### src/rtl/ram_port_arbiter.sv
// Arbitrates a single-port synchronous RAM between instruction fetch and load/store data.
// Default policy: data priority with a fetch starvation guard; define RAM_ARB_RR_EN for round-robin.
module ram_port_arbiter #(
   parameter int ADDR_W   = 8,
   parameter int DATA_W   = 16,
   parameter int MAX_WAIT = 4
) (
   input  logic              clk,
   input  logic              rst_n,
   input  logic              if_req,
   input  logic [ADDR_W-1:0] if_addr,
   output logic              if_gnt,
   output logic              if_rvalid,
   output logic [DATA_W-1:0] if_rdata,
   input  logic              d_req,
   input  logic              d_we,
   input  logic [ADDR_W-1:0] d_addr,
   input  logic [DATA_W-1:0] d_wdata,
   output logic              d_gnt,
   output logic              d_rvalid,
   output logic [DATA_W-1:0] d_rdata,
   output logic [ADDR_W-1:0] ram_addr,
   output logic              ram_w_en,
   output logic [DATA_W-1:0] ram_wdata,
   input  logic [DATA_W-1:0] ram_rdata,
   output logic              busy
);

   typedef enum logic [2:0] {
      IDLE    = 3'd0,
      ACC_IF  = 3'd1,
      ACC_DR  = 3'd2,
      ACC_DW  = 3'd3,
      RESP_IF = 3'd4,
      RESP_D  = 3'd5
   } state_e;

   localparam int   WCNT_W = $clog2(MAX_WAIT + 1);
   localparam logic WIN_D  = 1'b0;
   localparam logic WIN_IF = 1'b1;

   state_e            state_q, state_d;
   logic [ADDR_W-1:0] addr_q, addr_d;
   logic [DATA_W-1:0] wdata_q, wdata_d;
   logic [DATA_W-1:0] if_rdata_q, if_rdata_d;
   logic [DATA_W-1:0] d_rdata_q, d_rdata_d;
   logic [WCNT_W-1:0] wait_cnt_q, wait_cnt_d;
   logic              last_win_q, last_win_d;
   logic              both_s;
   logic              if_wins_s;

   // Arbitration decision for the current IDLE sample
   always_comb begin
      both_s = if_req & d_req;
`ifdef RAM_ARB_RR_EN
      if (both_s) begin
         if_wins_s = (last_win_q == WIN_D);
      end else begin
         if_wins_s = if_req;
      end
`else
      if (both_s) begin
         if_wins_s = (wait_cnt_q == WCNT_W'(MAX_WAIT));
      end else begin
         if_wins_s = if_req;
      end
`endif
   end

   // Next-state, latched access and starvation counter
   always_comb begin
      state_d    = state_q;
      addr_d     = addr_q;
      wdata_d    = wdata_q;
      wait_cnt_d = wait_cnt_q;
      last_win_d = last_win_q;
      if_rdata_d = if_rdata_q;
      d_rdata_d  = d_rdata_q;
      case (state_q)
         IDLE: begin
            if (if_req | d_req) begin
               if (if_wins_s) begin
                  state_d    = ACC_IF;
                  addr_d     = if_addr;
                  last_win_d = WIN_IF;
                  wait_cnt_d = {WCNT_W{1'b0}};
               end else begin
                  state_d    = d_we ? ACC_DW : ACC_DR;
                  addr_d     = d_addr;
                  wdata_d    = d_wdata;
                  last_win_d = WIN_D;
                  if (if_req && (wait_cnt_q != WCNT_W'(MAX_WAIT))) begin
                     wait_cnt_d = wait_cnt_q + WCNT_W'(1);
                  end else begin
                     wait_cnt_d = wait_cnt_q;
                  end
               end
            end else begin
               state_d = IDLE;
            end
         end
         ACC_IF:  state_d = RESP_IF;
         ACC_DR:  state_d = RESP_D;
         ACC_DW:  state_d = IDLE;
         RESP_IF: begin
            state_d    = IDLE;
            if_rdata_d = ram_rdata;
         end
         RESP_D: begin
            state_d   = IDLE;
            d_rdata_d = ram_rdata;
         end
         default: state_d = IDLE;
      endcase
`ifdef RAM_ARB_RR_EN
      wait_cnt_d = {WCNT_W{1'b0}};
`endif
   end

   // State and datapath registers
   always_ff @(posedge clk or negedge rst_n) begin
      if (!rst_n) begin
         state_q    <= IDLE;
         addr_q     <= {ADDR_W{1'b0}};
         wdata_q    <= {DATA_W{1'b0}};
         if_rdata_q <= {DATA_W{1'b0}};
         d_rdata_q  <= {DATA_W{1'b0}};
         wait_cnt_q <= {WCNT_W{1'b0}};
         last_win_q <= WIN_D;
      end else begin
         state_q    <= state_d;
         addr_q     <= addr_d;
         wdata_q    <= wdata_d;
         if_rdata_q <= if_rdata_d;
         d_rdata_q  <= d_rdata_d;
         wait_cnt_q <= wait_cnt_d;
         last_win_q <= last_win_d;
      end
   end

   // Outputs decode straight from the state register, so async reset drops them at once
   always_comb begin
      if_gnt    = (state_q == ACC_IF);
      d_gnt     = (state_q == ACC_DR) || (state_q == ACC_DW);
      ram_w_en  = (state_q == ACC_DW);
      ram_wdata = (state_q == ACC_DW) ? wdata_q : {DATA_W{1'b0}};
      ram_addr  = addr_q;
      if_rvalid = (state_q == RESP_IF);
      d_rvalid  = (state_q == RESP_D);
      if_rdata  = (state_q == RESP_IF) ? ram_rdata : if_rdata_q;
      d_rdata   = (state_q == RESP_D) ? ram_rdata : d_rdata_q;
      busy      = (state_q != IDLE);
   end

endmodule

### config.mk
export PLATFORM = sky130hd
export DESIGN_NAME = ram_port_arbiter
export DESIGN_NICKNAME = d
export VERILOG_FILES = /design/src/rtl/ram_port_arbiter.sv
export SDC_FILE = /design/constraint.sdc
export NUM_CORES = 1
export LEC_CHECK = 0
export ABC_AREA = 1
export ABC_CLOCK_PERIOD_IN_PS = 2700
export CAP_MARGIN = 15
export CORE_ASPECT_RATIO = 2
export CORE_MARGIN = 3
export CORE_UTILIZATION = 46
export DETAILED_ROUTE_END_ITERATION = 7
export HOLD_SLACK_MARGIN = 0.12
export PLACE_DENSITY = 0.87
export REMOVE_ABC_BUFFERS = 1
export SLEW_MARGIN = 40
export SYNTH_ARGS = -nofsm -noshare
export SYNTH_HDL_FRONTEND = slang
export SYNTH_SLANG_ARGS = --single-unit
### constraint.sdc
create_clock -name clk -period 2.7 [get_ports clk]
set_clock_uncertainty 0.05 [all_clocks]
set_input_delay 0.81 -clock clk [delete_from_list [all_inputs] [get_ports clk]]
set_output_delay 0.81 -clock clk [all_outputs]
set_load 0.005 [all_outputs]
==> metrics.yaml, run 1 <==
run_status:
  outcome: "complete, no violations"
setup_path:
  crit_path_start: "ram_rdata[6]"
  r2r_setup_slack_ns: 1.01
  r2r_cells: 8
  crit-reg2reg-launch: "wait_cnt_q[0]"
  crit_arrival_ns: 1.78
  crit_type: "input pin to primary output"
  endpoint: "d_rdata[6]"
  worstPathRequired_ns: 1.84
  crit_path_end_kind: "primary output"
  crit_fanout: 2
  cp-start-kind: "input pin"
  r2r-end: "wdata_q[10]"
synthesis:
  ys_dominant_reg_cell: "dfrtp_1"
  synth-edff-count: 0
  syn_area_sq_um: 2780
  ys_async_sr_fraction_pct: 100
  netlist_instances: 336
  ys_warn_count: 0
  yosysTopAreaCellShare_pct: 55.7
  synth.area.top_cells: "dfrtp_1 56%, nand2_1 14%, inv_1 7.8%"
  ys_ff_latch: 62
  syn_area_per_cell_sq_um: 8.29
  synth_cell_type_count: 19
  synth_seq_area_share_pct: 55.7
  synth_top_area_cell: "dfrtp_1"
floorplan:
  core_area_sq_um: 5810
  start_util_pct: 47.9
  die_w_um: 61.0
  die-area_sq_um: 7080
  num_rows: 39
  die_h_um: 116
  io_pins: 115
layout:
  fin_nets: 533
  fin_util_pct: 78.6
  diodes: 0
  layout-drive-gt1-share_pct: 17.0
  syn2layout_area_growth_pct: 64.0
global_routing:
  grt_pass1_wl_um: 11700
  overflow: 0
  grt_pass1_vias: 2619
  grt_max_degree: 50
  antenna_found_initial: 0
  track_usage_pct: 22.1
clocking:
  cts_sinks: 62
  cts_tree: "done"
  cts_hold_buf: 0
  insertion_delay_ns: 0.32
  cts_buffer_depth: 2
  ctsRootBufferMaster: "clkbuf_16"
  cts_max_level: 3
  numCtsBuffers: 9
  path_clk_slew_ns: 0.05
routing:
  avgViaCountPerCell: 4.85
  drt_iter0_drc: 129
  dr_total_vias: 2641
  drt-pass1-iter-count: 4
  route.antenna.remaining_nets: 0
  route.detailed.drc: 0
  wl_per_cell_um: 13.7
  wl_um: 7440
pwr:
  p_total_uw: 5020
  p_leak_uw: 0.00262
  power.density_nw_per_um2: 1100
  peakVddDrop_mv: 0.736
timing:
  max_freq_ghz: 0.378
  max_slew_margin_pct: 76.9
  rsz0062_at_grt: "yes"
  worst_slack_ns: 0.0557
  worstMarginPinSlew_ns: 0.345
  holdWs_ns: 0.338
  finalCritPeriodShare_pct: 97.9
  timing.final.hold_violations: 0
  setup_violations: 0
  finalCriticalPeriod_ns: 2.64
  tns_ns: 0
  slew_violations: 0
placement:
  routabilityCongestion: 0.799
  io_buffers: 114
  hpwl_um: 5200
  dp_slack_ns: -0.364
flow_run:
  drv_cap: 0
hold_path:
  hold_path_class: "input pin to asynchronous set/reset pin"
-- metrics by stage --
step                      std cells  area, sq um
final                           544         4570
after global routing            544         4570
after CTS                       538         4450
after detailed placement        521         4120
after global placement          521         4120
after floorplan                 322         2690
-- routing by layer --
metal | GRT usage, % | up-vias | share of wire (%) | wire (um)
li1 | - | 1308 | - | -
met2 | 37.3 | 86 | 56 | 4200
met4 | 9.70 | 0 | 2.6 | 193
met3 | 6.35 | 20 | 4.7 | 352
met1 | 25.1 | 1227 | 36 | 2700
met5 | 0 | - | 0 | 0
-- cell usage in the layout, fill, tap and decap left out, types with 10 or more instances in the layout --
master / count
nand2_1: 100
clkdlybuf4s50_1: 72
dfrtp_1: 60
inv_1: 57
nand3_1: 37
dlygate4sd2_1: 30
buf_4: 25
o21ai_2: 20
nor2_1: 17
o21ai_1: 12
dlymetal6s2s_1: 11
clkbuf_16: 10
-- synth_stat cells, types with 2 or more instances --
cell / instances
nand2_1: 101
o21ai_0: 32
buf_2: 6
nor2_1: 17
inv_2: 3
nand3_1: 37
nand2_4: 2
inv_1: 58
buf_6: 4
dfrtp_1: 62
nand2_2: 3
ha_1: 2
clkbuf_1: 2
buf_4: 2
-- area by class of cell --
type / instances / area, sq um
sequential: 62 / 1550
timing repair buffer: 143 / 1400
fill: 424 / 1240
multi-input combinational: 201 / 1010
clock buffer: 14 / 284
inverter: 61 / 229
tap: 61 / 76.3
clock inverter: 2 / 13.8
-- power by group --
group          internal, uW  switching (uW)  leakage [uW]
clock                   720             375      0.000149
sequential             1390             216      0.000762
combinational          1210            1120       0.00171
-- repair_timing --
| item | 4_1_cts | 5_1_grt |
|---|---|---|
| cloned | 1 | 2 |
| buffers inserted | 0 | 4 |
| setup endpoints to repair | 48 | 26 |
| pin swaps | 0 | 3 |
| resized for setup | 78 | 22 |
-- state kept, by name (all words and copies together), names as in the netlist --
register	flops
wdata_q	16
ram_addr	8
state_q	3
wait_cnt_q	3
d_rdata_q	16
if_rdata_q	16
-- worst min path at each step --
stage                              end  depth (start not counted)       start
final                     d_rdata_q[8]                          1       rst_n
after global routing       ram_addr[6]                          1       rst_n
after CTS                 d_rdata_q[0]                          1       rst_n
after detailed placement    wdata_q[3]                          2  wdata_q[3]
after global placement      wdata_q[1]                          2  wdata_q[1]
after floorplan             wdata_q[0]                          2  wdata_q[0]
-- cells by family (layout without fill, tap and decap cells) --
kind of cell             after synthesis  after routing  synth area share, %
XOR/XNOR                               1              1                0.315
adder cells (fa/ha/maj)                2              2                0.899
AND/OR/NAND/NOR                      164            166                 25.6
flip-flops                            62             62                 55.7
buffers and inverters                 75            220                 11.7
AO/OA/AOI/OAI                         32             32                 5.75
-- worst max-delay path: stages --
cell             delay [ns]
clkdlybuf4s50_1        0.46
inv_1                  0.07
o21ai_2                0.19
dlygate4sd2_1          0.25
(Power assumes the default switching activity.)
==> run 2, diff against run 1 <==
--- a/config.mk
+++ b/config.mk
@@ -9,7 +9,7 @@
 export ABC_CLOCK_PERIOD_IN_PS = 2700
 export CAP_MARGIN = 15
 export CORE_ASPECT_RATIO = 2
-export CORE_MARGIN = 3
+export CORE_MARGIN = 8
 export CORE_UTILIZATION = 46
 export DETAILED_ROUTE_END_ITERATION = 7
 export HOLD_SLACK_MARGIN = 0.12
==> metrics.yaml, run 2 (synthesis results as in run 1) <==
setup_path:
  worstPathRequired_ns: 1.84
  crit_type: "input pin to primary output"
  critPathSlowestCell: "clkdlybuf4s50_1"
  cp_slowest_stage_delay_ns: 0.46
  crit_path_end_kind: "primary output"
  crit_arrival_ns: 1.79
  cp-start-kind: "input pin"
  crit_fanout: 2
  path_cells: "clkdlybuf4s50_1, inv_1, o21ai_0, dlygate4sd2_1"
floorplan:
  die-area_sq_um: 8950
  die_h_um: 126
  num_rows: 40
  io_pins: 115
  core_area_sq_um: 5910
  start_util_pct: 47.1
  die_w_um: 71.0
clocking:
  numCtsBuffers: 9
  insertion_delay_ns: 0.32
  ctsRootBufferMaster: "clkbuf_16"
  cts_sinks: 62
  cts_buffer_depth: 2
  cts_hold_buf: 0
  cts_tree: "done"
  path_clk_slew_ns: 0.05
  cts_max_level: 3
global_routing:
  grt_pass1_vias: 2706
  overflow: 0
  antenna_found_initial: 0
  grt_pass1_wl_um: 12600
  track_usage_pct: 17.8
  grt_max_degree: 34
placement:
  io_buffers: 114
  dp_slack_ns: -0.315
  routabilityCongestion: 0.735
  hpwl_um: 5520
pwr:
  p_leak_uw: 0.00235
  peakVddDrop_mv: 0.663
  power.density_nw_per_um2: 1110
routing:
  route.detailed.drc: 0
  dr_total_vias: 2562
  wl_um: 7580
  drt-pass1-iter-count: 4
  wl_per_cell_um: 14.1
  route.antenna.remaining_nets: 0
  avgViaCountPerCell: 4.78
  drt_iter0_drc: 130
layout:
  fin_nets: 523
  syn2layout_area_growth_pct: 58.1
  final_cell_mix: "101 x nand2_1, 81 x clkdlybuf4s50_1, 61 x dfrtp_1"
  diodes: 0
  final_common_cell: "nand2_1"
  layout-drive-gt1-share_pct: 12.3
  largest_registers: "d_rdata_q (16), if_rdata_q (16), wdata_q (16)"
timing:
  finalCritPeriodShare_pct: 98.1
  max_freq_ghz: 0.378
  slew_violations: 0
  worst_slack_ns: 0.0514
  finalCriticalPeriod_ns: 2.65
  worstMarginPinSlew_ns: 0.496
  timing.final.hold_violations: 0
  max_slew_margin_pct: 66.9
  setup_violations: 0
  rsz0062_at_grt: "yes"
  tns_ns: 0
hold_path:
  hold_path_class: "input pin to asynchronous set/reset pin"
run_status:
  outcome: "complete, no violations"
flow_run:
  drv_cap: 0
==> run 2: changes by cell type in the layout (fill, tap and decap cells not counted), sizes merged, moves of 2 or more <==
cell and delta:
clkdlybuf4s50 +9, nand2 -2, buf -7, clkbuf -2, dlymetal6s2s -10
==> run 2: through the flow <==
stage | util, % | power, uW | std cells | hold WS [ns] | area (sq um)
after floorplan | - | 2430 | 322 | 0.392 | 2690
after global placement | 69.0 | 3770 | 519 | 0.403 | 4080
after detailed placement | 69.0 | 3850 | 519 | 0.410 | 4080
after CTS | 73.9 | 4900 | 535 | 0.402 | 4370
after global routing | 74.5 | 5240 | 536 | 0.432 | 4400
final | 74.5 | 4870 | 536 | 0.400 | 4400
==> run 2: worst paths after layout <==
check | startpoint | end | slack [ns] | cells after the start
max reg2reg | wait_cnt_q[0] | ram_addr[0] | 1.11 | 9
max | ram_rdata[2] | d_rdata[2] | 0.05 | 4
min in group clk | wdata_q[4] | wdata_q[4] | 0.42 | 2
min | rst_n | if_rdata_q[10] | 0.40 | 1
max in group asynchronous | rst_n | ram_addr[1] | 1.51 | 2
min reg2reg | wdata_q[4] | wdata_q[4] | 0.42 | 2
==> run 2: metal layers <==
metal  track usage [%]  part of all wire, %  routed length (um)  vias up
met4              7.05                  1.4                 106        0
li1                  -                    -                   -     1288
met3              9.62                   11                 834        9
met2              27.5                   45                3440      109
met5                 0                    0                   0        -
met1              19.9                   42                3200     1156
==> run 2: report_power, final <==
part / switching, uW / internal [uW]
clock: 377 / 762
combinational: 1060 / 1070
sequential: 214 / 1380
total: 1650 / 3220
==> run 2: cell type report <==
type | instances | area, sq um
clock inverters | 3 | 42.5
flip-flops and latches | 62 | 1550
multi-input cells | 199 | 956
inverters | 61 | 229
repair buffers | 135 | 1280
fillers | 467 | 1500
clock buffers | 13 | 260
well taps | 63 | 78.8
==> run 2: timing repair <==
item / 4_1_cts / 5_1_grt
resized for setup: 67 / 10
buffers inserted: 0 / 1
gates cloned: 0 / 0
endpoints found under the setup margin: 48 / 17
pin swaps: 0 / 1
==> run 2: critical path, delay by kind of cell <==
family | cells | cell delay (ns)
AOI/OAI and AO/OA | 1 | 0.19
buffers and inverters | 3 | 0.79
